`src/rtl/ddr2_pkg.sv`:
```
// Shared definitions for the DDR2 user-interface write/read-back block:
// command codes, FSM states, bus widths and the read-back data pattern.
package ddr2_pkg;

  localparam int APP_DATA_W      = 128;
  localparam int APP_ADDR_W      = 31;
  localparam int APP_MASK_W      = 16;
  localparam int WORD_W          = 32;
  localparam int WORDS_PER_BEAT  = 4;
  localparam int WORDS_PER_BURST = 8;

  localparam logic [2:0] CMD_WR = 3'b000;
  localparam logic [2:0] CMD_RD = 3'b001;

  typedef enum logic [2:0] {
    IDLE,
    WR_B0,
    WR_B1,
    RD_CMD,
    RD_WAIT,
    DONE
  } state_t;

  // Read-back beat for a pattern whose lowest word is w: {w+3, w+2, w+1, w}.
  function automatic logic [APP_DATA_W-1:0] expected_beat(input logic [WORD_W-1:0] w);
    return {w + 32'd3, w + 32'd2, w + 32'd1, w};
  endfunction

endpackage

```
`src/rtl/sync_fifo.sv`:
```
// Single-clock word FIFO: one word pushed per cycle, GROUP words popped at
// once through a parallel window (oldest word in the lowest slice).
module sync_fifo #(
  parameter int DATA_W = 32,
  parameter int DEPTH  = 64,
  parameter int GROUP  = 4
) (
  input  logic                      clk,
  input  logic                      reset,
  input  logic                      wr_en,
  input  logic [DATA_W-1:0]         din,
  input  logic                      pop,
  output logic [GROUP*DATA_W-1:0]   group_data,
  output logic                      full,
  output logic                      empty,
  output logic [$clog2(DEPTH):0]    count
);

  localparam int AW = $clog2(DEPTH);
  localparam int CW = AW + 1;

  logic [DATA_W-1:0] mem [DEPTH];
  logic [AW-1:0]     wr_ptr;
  logic [AW-1:0]     rd_ptr;
  logic              push;

  assign full  = (count == CW'(DEPTH));
  assign empty = (count == '0);
  assign push  = wr_en && !full;

  // NOTE: the storage array has no reset; pointers and count alone decide which entries are valid.
  always_ff @(posedge clk) begin
    if (push) mem[wr_ptr] <= din;
  end

  // NOTE: sequential state uses non-blocking assignments so every register samples pre-edge values.
  always_ff @(posedge clk) begin
    if (reset) begin
      wr_ptr <= '0;
      rd_ptr <= '0;
      count  <= '0;
    end else begin
      if (push) wr_ptr <= wr_ptr + AW'(1);
      if (pop)  rd_ptr <= rd_ptr + AW'(GROUP);
      count <= count + CW'(push) - (pop ? CW'(GROUP) : CW'(0));
    end
  end

  // NOTE: every combinational output gets a default first so no latch is inferred.
  always_comb begin
    group_data = '0;
    for (int g = 0; g < GROUP; g++) begin
      group_data[g*DATA_W +: DATA_W] = mem[rd_ptr + AW'(g)];
    end
  end

endmodule

```
`src/rtl/ddr2_user_if.sv`:
```
// Writes NUM_BURSTS BL4 bursts from a word FIFO to a DDR2 controller user
// interface, then reads them back. Optional beat checker: DDR2_RD_CHK_EN.
module ddr2_user_if
  import ddr2_pkg::*;
#(
  parameter int                    NUM_BURSTS = 256,
  parameter logic [APP_ADDR_W-1:0] ADDR_BASE  = '0,
  parameter int                    FIFO_DEPTH = 64
) (
  input  logic                  clk,
  input  logic                  reset,
  input  logic                  phy_init_done,
  input  logic                  wr_en,
  input  logic [WORD_W-1:0]     din,
  input  logic                  rd_en,
  output logic [2:0]            app_af_cmd,
  output logic [APP_ADDR_W-1:0] app_af_addr,
  output logic                  app_af_wren,
  input  logic                  app_af_afull,
  output logic [APP_DATA_W-1:0] app_wdf_data,
  output logic [APP_MASK_W-1:0] app_wdf_mask_data,
  output logic                  app_wdf_wren,
  input  logic                  app_wdf_afull,
  input  logic                  rd_data_valid,
  input  logic [APP_DATA_W-1:0] rd_data_fifo_out,
  output logic                  wr_done,
  output logic                  rd_done,
  output logic                  ovf,
  output logic [15:0]           err_cnt
);

  localparam int FCW = $clog2(FIFO_DEPTH) + 1;
  localparam int BCW = $clog2(2 * NUM_BURSTS + 1);
  localparam logic [BCW-1:0] LAST_BURST  = BCW'(NUM_BURSTS - 1);
  localparam logic [BCW-1:0] TOTAL_BEATS = BCW'(2 * NUM_BURSTS);

  state_t                state;
  state_t                state_nxt;
  logic [APP_ADDR_W-1:0] addr;
  logic [BCW-1:0]        burst_cnt;
  logic [BCW-1:0]        rd_cmd_cnt;
  logic [BCW-1:0]        beat_cnt;
  logic [BCW-1:0]        beat_cnt_nxt;

  logic [FCW-1:0]        fifo_count;
  logic [APP_DATA_W-1:0] fifo_group;
  logic                  fifo_full;
  logic                  fifo_empty_unused;
  logic                  fifo_pop;

  logic group_ready;
  logic wr_b0_go;
  logic wr_b1_go;
  logic rd_go;
  logic beat_seen;
  logic last_burst;
  logic last_rd;

  sync_fifo #(
    .DATA_W (WORD_W),
    .DEPTH  (FIFO_DEPTH),
    .GROUP  (WORDS_PER_BEAT)
  ) u_fifo (
    .clk        (clk),
    .reset      (reset),
    .wr_en      (wr_en),
    .din        (din),
    .pop        (fifo_pop),
    .group_data (fifo_group),
    .full       (fifo_full),
    .empty      (fifo_empty_unused),
    .count      (fifo_count)
  );

  // A burst only starts with a full 8-word group buffered, so beat 1 never waits on data.
  assign group_ready  = (fifo_count >= FCW'(WORDS_PER_BURST));
  assign wr_b0_go     = (state == WR_B0) && group_ready && !app_af_afull && !app_wdf_afull;
  assign wr_b1_go     = (state == WR_B1) && !app_wdf_afull;
  assign rd_go        = (state == RD_CMD) && rd_en && !app_af_afull;
  assign beat_seen    = rd_data_valid && ((state == RD_CMD) || (state == RD_WAIT));
  assign beat_cnt_nxt = beat_cnt + BCW'(beat_seen);
  assign last_burst   = (burst_cnt == LAST_BURST);
  assign last_rd      = (rd_cmd_cnt == LAST_BURST);
  assign fifo_pop     = wr_b0_go || wr_b1_go;

  assign app_af_addr       = addr;
  assign app_wdf_mask_data = '0;

  always_ff @(posedge clk) begin
    if (reset) state <= IDLE;
    else       state <= state_nxt;
  end

  always_comb begin
    state_nxt = state;
    unique case (state)
      IDLE:    if (phy_init_done && group_ready) state_nxt = WR_B0;
      WR_B0:   if (wr_b0_go) state_nxt = WR_B1;
      WR_B1:   if (wr_b1_go) state_nxt = last_burst ? RD_CMD : WR_B0;
      RD_CMD:  if (rd_go && last_rd) state_nxt = RD_WAIT;
      RD_WAIT: if (beat_cnt_nxt == TOTAL_BEATS) state_nxt = DONE;
      DONE:    state_nxt = DONE;
      default: state_nxt = IDLE;
    endcase
  end

  // Strobes are qualified by this cycle's afull flags, so a stall never leaves a strobe behind.
  always_comb begin
    app_af_wren  = 1'b0;
    app_wdf_wren = 1'b0;
    app_af_cmd   = CMD_WR;
    app_wdf_data = '0;
    unique case (state)
      WR_B0: begin
        if (wr_b0_go) begin
          app_af_wren  = 1'b1;
          app_wdf_wren = 1'b1;
          app_wdf_data = fifo_group;
        end
      end
      WR_B1: begin
        if (wr_b1_go) begin
          app_wdf_wren = 1'b1;
          app_wdf_data = fifo_group;
        end
      end
      RD_CMD: begin
        app_af_cmd = CMD_RD;
        if (rd_go) app_af_wren = 1'b1;
      end
      default: ;
    endcase
  end

  always_ff @(posedge clk) begin
    if (reset) begin
      addr       <= ADDR_BASE;
      burst_cnt  <= '0;
      rd_cmd_cnt <= '0;
      beat_cnt   <= '0;
      wr_done    <= 1'b0;
      rd_done    <= 1'b0;
      ovf        <= 1'b0;
    end else begin
      if (wr_en && fifo_full) ovf <= 1'b1;
      if (wr_b1_go) begin
        burst_cnt <= burst_cnt + BCW'(1);
        if (last_burst) begin
          addr    <= ADDR_BASE;
          wr_done <= 1'b1;
        end else begin
          addr <= addr + APP_ADDR_W'(4);
        end
      end
      if (rd_go) begin
        addr       <= addr + APP_ADDR_W'(4);
        rd_cmd_cnt <= rd_cmd_cnt + BCW'(1);
      end
      if (beat_seen) beat_cnt <= beat_cnt_nxt;
      if ((state == RD_WAIT) && (beat_cnt_nxt == TOTAL_BEATS)) rd_done <= 1'b1;
    end
  end

`ifdef DDR2_RD_CHK_EN
  logic [WORD_W-1:0] exp_word;

  always_ff @(posedge clk) begin
    if (reset) begin
      exp_word <= '0;
      err_cnt  <= '0;
    end else if (beat_seen) begin
      exp_word <= exp_word + WORD_W'(WORDS_PER_BEAT);
      if ((rd_data_fifo_out != expected_beat(exp_word)) && (err_cnt != 16'hFFFF))
        err_cnt <= err_cnt + 16'd1;
    end
  end
`else
  logic unused_rd_data;

  assign err_cnt        = '0;
  assign unused_rd_data = ^rd_data_fifo_out;
`endif

endmodule
```
`config.mk`:
```
export PLATFORM = sky130hd
export DESIGN_NAME = ddr2_user_if
export DESIGN_NICKNAME = d
export VERILOG_FILES = /design/src/rtl/ddr2_pkg.sv /design/src/rtl/sync_fifo.sv /design/src/rtl/ddr2_user_if.sv
export SDC_FILE = /design/constraint.sdc
export NUM_CORES = 2
export LEC_CHECK = 0
export ABC_AREA = 1
export CORE_MARGIN = 3
export CORE_UTILIZATION = 40
export DETAILED_ROUTE_END_ITERATION = 8
export MAX_ROUTING_LAYER = met4
export PLACE_DENSITY = 0.71
export REMOVE_ABC_BUFFERS = 1
export SLEW_MARGIN = 25
export SYNTH_ARGS = -nofsm -noshare
export SYNTH_HDL_FRONTEND = slang
export SYNTH_SLANG_ARGS = --single-unit
```
`constraint.sdc`:
```
create_clock -name clk -period 3.9 [get_ports clk]
set_clock_uncertainty 0.2 [all_clocks]
set_input_delay 0.78 -clock clk [delete_from_list [all_inputs] [get_ports clk]]
set_output_delay 0.78 -clock clk [all_outputs]
set_load 0.005 [all_outputs]
```
## Word level (Yosys, flattened, before mapping)

Memory sizes are Yosys's and may differ from the RTL's. A register that Yosys moved wholly into a read port is not among the register bits.
Cells that the tools add are included.

- Add/subtract/negate cells: 11
- Magnitude comparators: 1
- Equal/unequal tests: 14
- Multiplexer cells: 24
- Reduce and logical (&&, ||, !) cells: 21

Operators by type and width:

| kind | count |
|---|---|
| 2-to-1 mux 128 bit | 2 |
| one-hot mux 128 bit (2 select lines) | 1 |
| 2-to-1 mux 31 bit | 3 |
| adder 31 x 3 -> 31 bit (second input constant) | 1 |
| adder 10 x 1 -> 10 bit (second input constant) | 2 |
| equality test 10 x 8 -> 1 bit (second input constant) | 2 |
| 2-to-1 mux 3 bit | 6 |
| one-hot mux 3 bit (6 select lines) | 1 |
| adder 6 x 1 -> 6 bit (second input constant) | 2 |
| adder 6 x 2 -> 6 bit (second input constant) | 2 |
| logical AND 1 bit | 12 |
| 2-to-1 mux 6 bit | 2 |
| adder 10 x 1 -> 10 bit | 1 |
| equality test 10 bit (second input constant) | 1 |
| adder 7 x 1 -> 7 bit | 1 |
| equality test 7 bit (second input constant) | 1 |
| >= comparator 7 x 4 -> 1 bit (second input constant) | 1 |
| subtractor 7 bit | 1 |
| adder 6 x 3 -> 6 bit (second input constant) | 1 |
| equality test 3 x 2 -> 1 bit (second input constant) | 2 |
| equality test 3 bit (second input constant) | 2 |
| 2-to-1 mux 1 bit | 6 |
| != test 2 bit (second input constant) | 3 |
| AND reduction 5 bit | 1 |
| 9 further kinds | 14 |

- Register bits: 86
- Memory bits (writable): 2,048
- Input port bits: 168
- Output and inout port bits: 199
- Memories kept: 1

Memories:

| memory | depth | bits a word | rd ports | clocked after Yosys merged registers in | write ports | RTL line | source |
|---|---|---|---|---|---|---|---|
| u_fifo.mem | 64 | 32 | 4 | 1 | 1 | sync_fifo.sv:22 | `logic [DATA_W-1:0] mem [DEPTH];` |

## Logic depth before layout (Yosys ltp)

- Depth after elaboration: 7
- Mapped depth: 21
- Gate-level depth less buffers: 20

## Cells and area by module

Synthesis repeated with hierarchy kept, for this count alone.

- Cell total of the unflattened synthesis: 9,292
- Area total of the unflattened synthesis: 93,419.6 um^2

Modules (own cells, without submodules):

| module | times used | cells each | area an instance (um^2) | sequential area each (um^2) |
|---|---|---|---|---|
| sync_fifo | 1 | 8,481 | 88,636.3 | 61,919.4 |
| ddr2_user_if | 1 | 811 | 4,783.3 | 1,301.2 |

## Worst setup path before layout

Ideal clock, no wire load.

- Path type: input-to-reg
- Start: in wr_en
- End: mem u_fifo.mem[63][0], enable pin
- Setup time: 463 ps
- Arrival: 3,166 ps
- Data required time: 3,237 ps
- Path slack: 71 ps
- Cell stages on the path: 2
- Buffers on the path: 0
- Cell sequence: nand2_1 -> nor3_1

- Word-level cells in the longest chain between the ends: 3

Ends and longest elaborated chain:

| what | RTL line | source |
|---|---|---|
| from (decl) | ddr2_user_if.sv:13 | `input logic wr_en,` |
| logical AND 1 bit | sync_fifo.sv:29 | `assign push = wr_en && !full;` |
| 2-to-1 mux 1 bit | sync_fifo.sv:33 | `if (push) mem[wr_ptr] <= din;` |
| 2-to-1 mux 1 bit (implied by the code) | sync_fifo.sv:33 |  |
| to (decl) | sync_fifo.sv:22 |  |

Every way passes these cells.

## Final worst setup path

- Start: reg u_fifo.rd_ptr[2]
- End: out app_wdf_data[97]

- Word-level cells in the longest chain between the ends: 4
- Elaborated cells on any way between the ends: 5

Ends and longest elaborated chain:

| what | RTL line | source |
|---|---|---|
| from (decl) | sync_fifo.sv:24 | `logic [AW-1:0] rd_ptr;` |
| from (signal assigned) | sync_fifo.sv:44 | `if (pop) rd_ptr <= rd_ptr + AW'(GROUP);` |
| adder 6 x 2 -> 6 bit * | sync_fifo.sv:53 | `group_data[g*DATA_W +: DATA_W] = mem[rd_ptr + AW'(g)];` |
| memory read (64 x 32 bit) * | - |  |
| 2-to-1 mux 128 bit, on equally long branches | ddr2_user_if.sv:122, ddr2_user_if.sv:115 |  |
| one-hot mux 128 bit (2 select lines) * | ddr2_user_if.sv:113 | `unique case (state)` |
| to (decl) | ddr2_user_if.sv:20 | `output logic [APP_DATA_W-1:0] app_wdf_data,` |

Mark *: on every way between the ends. The rest lies on a longest branch, timed or not.

==> flow_summary.json <==
{
  "drc_errors": 0,
  "cts_max_level": 4,
  "yosysTopAreaCellShare_pct": 73.24,
  "totalWireLength_um": 268400,
  "synth_commonest_cells": "edfxtp_1, nor2_1, o21ai_0",
  "worstMarginPinSlew_ns": 1.072,
  "die-area_um2": 215500,
  "ys_seq_area_share_pct": 75.29,
  "finalNetCount": 6922,
  "die_x_um": 464.2,
  "synth_area_leaders": "edfxtp_1, o21ai_0, nor2_1",
  "status": "complete, but fails checks",
  "synthCells": 6229,
  "initial_core_util_pct": 40.39,
  "fp.dieH_um": 464.2,
  "drt_iter0_drc": 8755,
  "gp_congestion": 0.8214,
  "synth.distinct_cells": 43,
  "drtPass1Iterations": 6,
  "critical_path.most_common_cell": "buf_12",
  "clkTransAtPathRegs_ns": 0.06,
  "slowest_stage": "dfxtp_4",
  "area_delta_synth_final_pct": 24.92,
  "total_power_uw": 58460,
  "crit_fanout": 11,
  "layout_setup_ws_ns": -0.1365,
  "placement.io_buffers": 202,
  "grt_setup_unrepaired": "yes",
  "route.met3.wl_um": 31500,
  "cts_tree": "done",
  "fill_cells": 16660,
  "wl_met2_um": 126600,
  "vias": 58670,
  "cap_violations": 0,
  "p_sw_uw": 16480,
  "slowest_delay_ns": 0.38,
  "clock_tree.root_cell": "clkbuf_16",
  "hold_viol": 0,
  "antenna_found_initial": 15,
  "violations": "setup timing",
  "required_ns": 2.92,
  "final-setup-viol-count": 25,
  "syn_area_per_cell_um2": 13.48,
  "instances_no_fill": 9709,
  "p_leak_uw": 0.03410,
  "seqPwrFrac_pct": 43.6,
  "fp-row-count": 167,
  "ant_nets": 0,
  "yosys.area.top_type": "edfxtp_1",
  "synth_most_common_cell": "edfxtp_1",
  "synth_edf_count": 2048,
  "top_layer_used": "met4",
  "worstHoldPathType": "in2reg",
  "fin_setup_tns_ns": -1.454,
  "holdWs_ns": 0.2266,
  "async_flop_share_pct": 0,
  "worst_ep_arrival_time_ns": 3.06,
  "clk_latency_ns": 0.85,
  "ys_seq_elements": 2134,
  "critPathKind": "reg2out",
  "slew_violations": 0,
  "grt_use_total_pct": 24.22,
  "core_um2": 207900,
  "wire_per_inst_um": 27.64,
  "cts_buffers": 209,
  "fin_util_pct": 50.46,
  "io_pins": 367,
  "power_density_nw_per_um2": 557.2,
  "start_kind": "flop",
  "power_frac_comb_pct": 22.1,
  "clkPwrFrac_pct": 34.3,
  "clock_sinks": 2134,
  "drive_gt1_share_pct": 20.39,
  "rrSetupSlack_ns": 0.45,
  "dp_hpwl_um": 128900,
  "swShare_pct": 28.19,
  "crit_path_end_kind": "primary output",
  "crit_chain": "buf_6 -> buf_12 -> buf_16 -> clkinv_16 -> buf_12 -> buf_12 -> buf_16 -> nor2_1 -> o221ai_2 -> nand3_1 -> a21oi_2 -> dlygate4sd2_1",
  "dominantRegCellSynth": "edfxtp_1",
  "first_global_vias": 55770,
  "ys_warn_count": 0,
  "grt_pass1_wl_um": 375700,
  "irDropWorstVdd_mv": 0.4818,
  "netlist_area_um2": 83970,
  "placedCellCount": 9027,
  "cts_buffer_depth": 3,
  "m1WireLength_um": 98800,
  "finalCritPeriodShare_pct": 103.5,
  "vias_per_cell": 6.042,
  "fmax_ghz": 0.2477,
  "intPower_uw": 41970,
  "grt_max_degree": 132,
  "grt-ovfl-total": 0,
  "slew_headroom_pct": 28.51,
  "min_period_ns": 4.036
}
## per-stage QoR
stage          instance area, µm²  worst slack (ns)
2_1_floorplan               81820            -18.04
3_3_place_gp                91100           -0.3144
3_5_place_dp                91110           -0.2277
4_1_cts                    102900           -0.3358
5_1_grt                    104900           -0.2264
6_report                   104900           -0.1365
## final cells by class
type / instances / area, µm² / share of cell area, %
Multi-Input combinational cell: 3537 / 20370 / 19.42
Inverter: 106 / 513.0 / 0.4890
Sequential cell: 2134 / 63250 / 60.29
Timing Repair inverter: 14 / 294.0 / 0.2803
Timing Repair Buffer: 732 / 10190 / 9.718
Clock inverter: 130 / 1324 / 1.262
Tap cell: 2788 / 3488 / 3.325
Clock buffer: 258 / 5445 / 5.191
Antenna cell: 10 / 25.02 / 0.02385
## power by group through the flow
stage                     logic (µW)  clock network [µW]  registers, µW
after CTS                      11600               20200          25500
after detailed placement        8270                   0          26000
final                          12900               20100          25500
after global routing           13600               21100          25500
after floorplan                 3960                   0          26400
after global placement          8010                   0          25900
## worst max-delay path: cells and delay by family, from the launching register on
kind	cells	cell delay, ns
AOI/OAI and AO/OA	2	0.38
and+or+nand+nor	2	0.24
buffers and inverters	8	1.16
DFF	1	0.38
## layout by cell type (no fill, tap or decap), drive strengths merged, types with 22 or more instances in the layout
cell type      netlist  routed
edfxtp            2048    2048
nand2              149     149
nand3              150     150
buf                161     579
clkinv               2     105
bufbuf               0      22
inv                104     119
clkdlybuf4s50        0      42
clkbuf             326     325
o22ai              161     161
dfxtp               86      86
conb                 1      36
o211ai             162     162
o221ai             351     351
a21oi              174     174
nor2              1200    1200
o21ai             1065    1065
## layer usage
| metal | track usage (%) | vias to the layer above |
|---|---|---|
| met5 | - | - |
| met4 | 10.55 | 0 |
| met3 | 4.497 | 606 |
| met2 | 37.37 | 4134 |
| met1 | 31.41 | 29170 |
| li1 | - | 24760 |
## worst paths after layout
| kind | depth (start not counted) | from | end |
|---|---|---|---|
| max reg2reg | 20 | u_fifo.count[4] | u_fifo.count[6] |
| max | 12 | u_fifo.rd_ptr[2] | app_wdf_data[97] |
| min | 1 | din[6] | u_fifo.mem[5][6] |
| min reg2reg | 2 | rd_done | rd_done |
## kinds of logic after synthesis
logic type               Yosys count  share of synthesized area (%)
AO/OA/AOI/OAI                   1926                          13.81
XOR/XNOR                           7                        0.07301
adder cells (fa/ha/maj)           20                         0.2980
buffers and inverters            593                          3.201
flip-flops                      2134                          75.29
other                              1                       0.004466
AND/OR/NAND/NOR                 1548                          7.326
## flip-flops by register name (all words and copies together), names as in the netlist, 4 cells and up, named ones only
register,flops
burst_cnt,10
u_fifo.wr_ptr,6
app_af_addr,29
u_fifo.rd_ptr,4
u_fifo.count,7
rd_cmd_cnt,10
u_fifo.mem,2048
beat_cnt,10
## timing repair
item	4_1_cts	5_1_grt
gates resized for setup	677	624
gates cloned	97	24
hold buffers	1	0
endpoints found under the hold margin	8	0
setup endpoints to repair	128	119
setup buffers	118	63
pin swaps	256	300
Power figures use the tool's default switching activity.
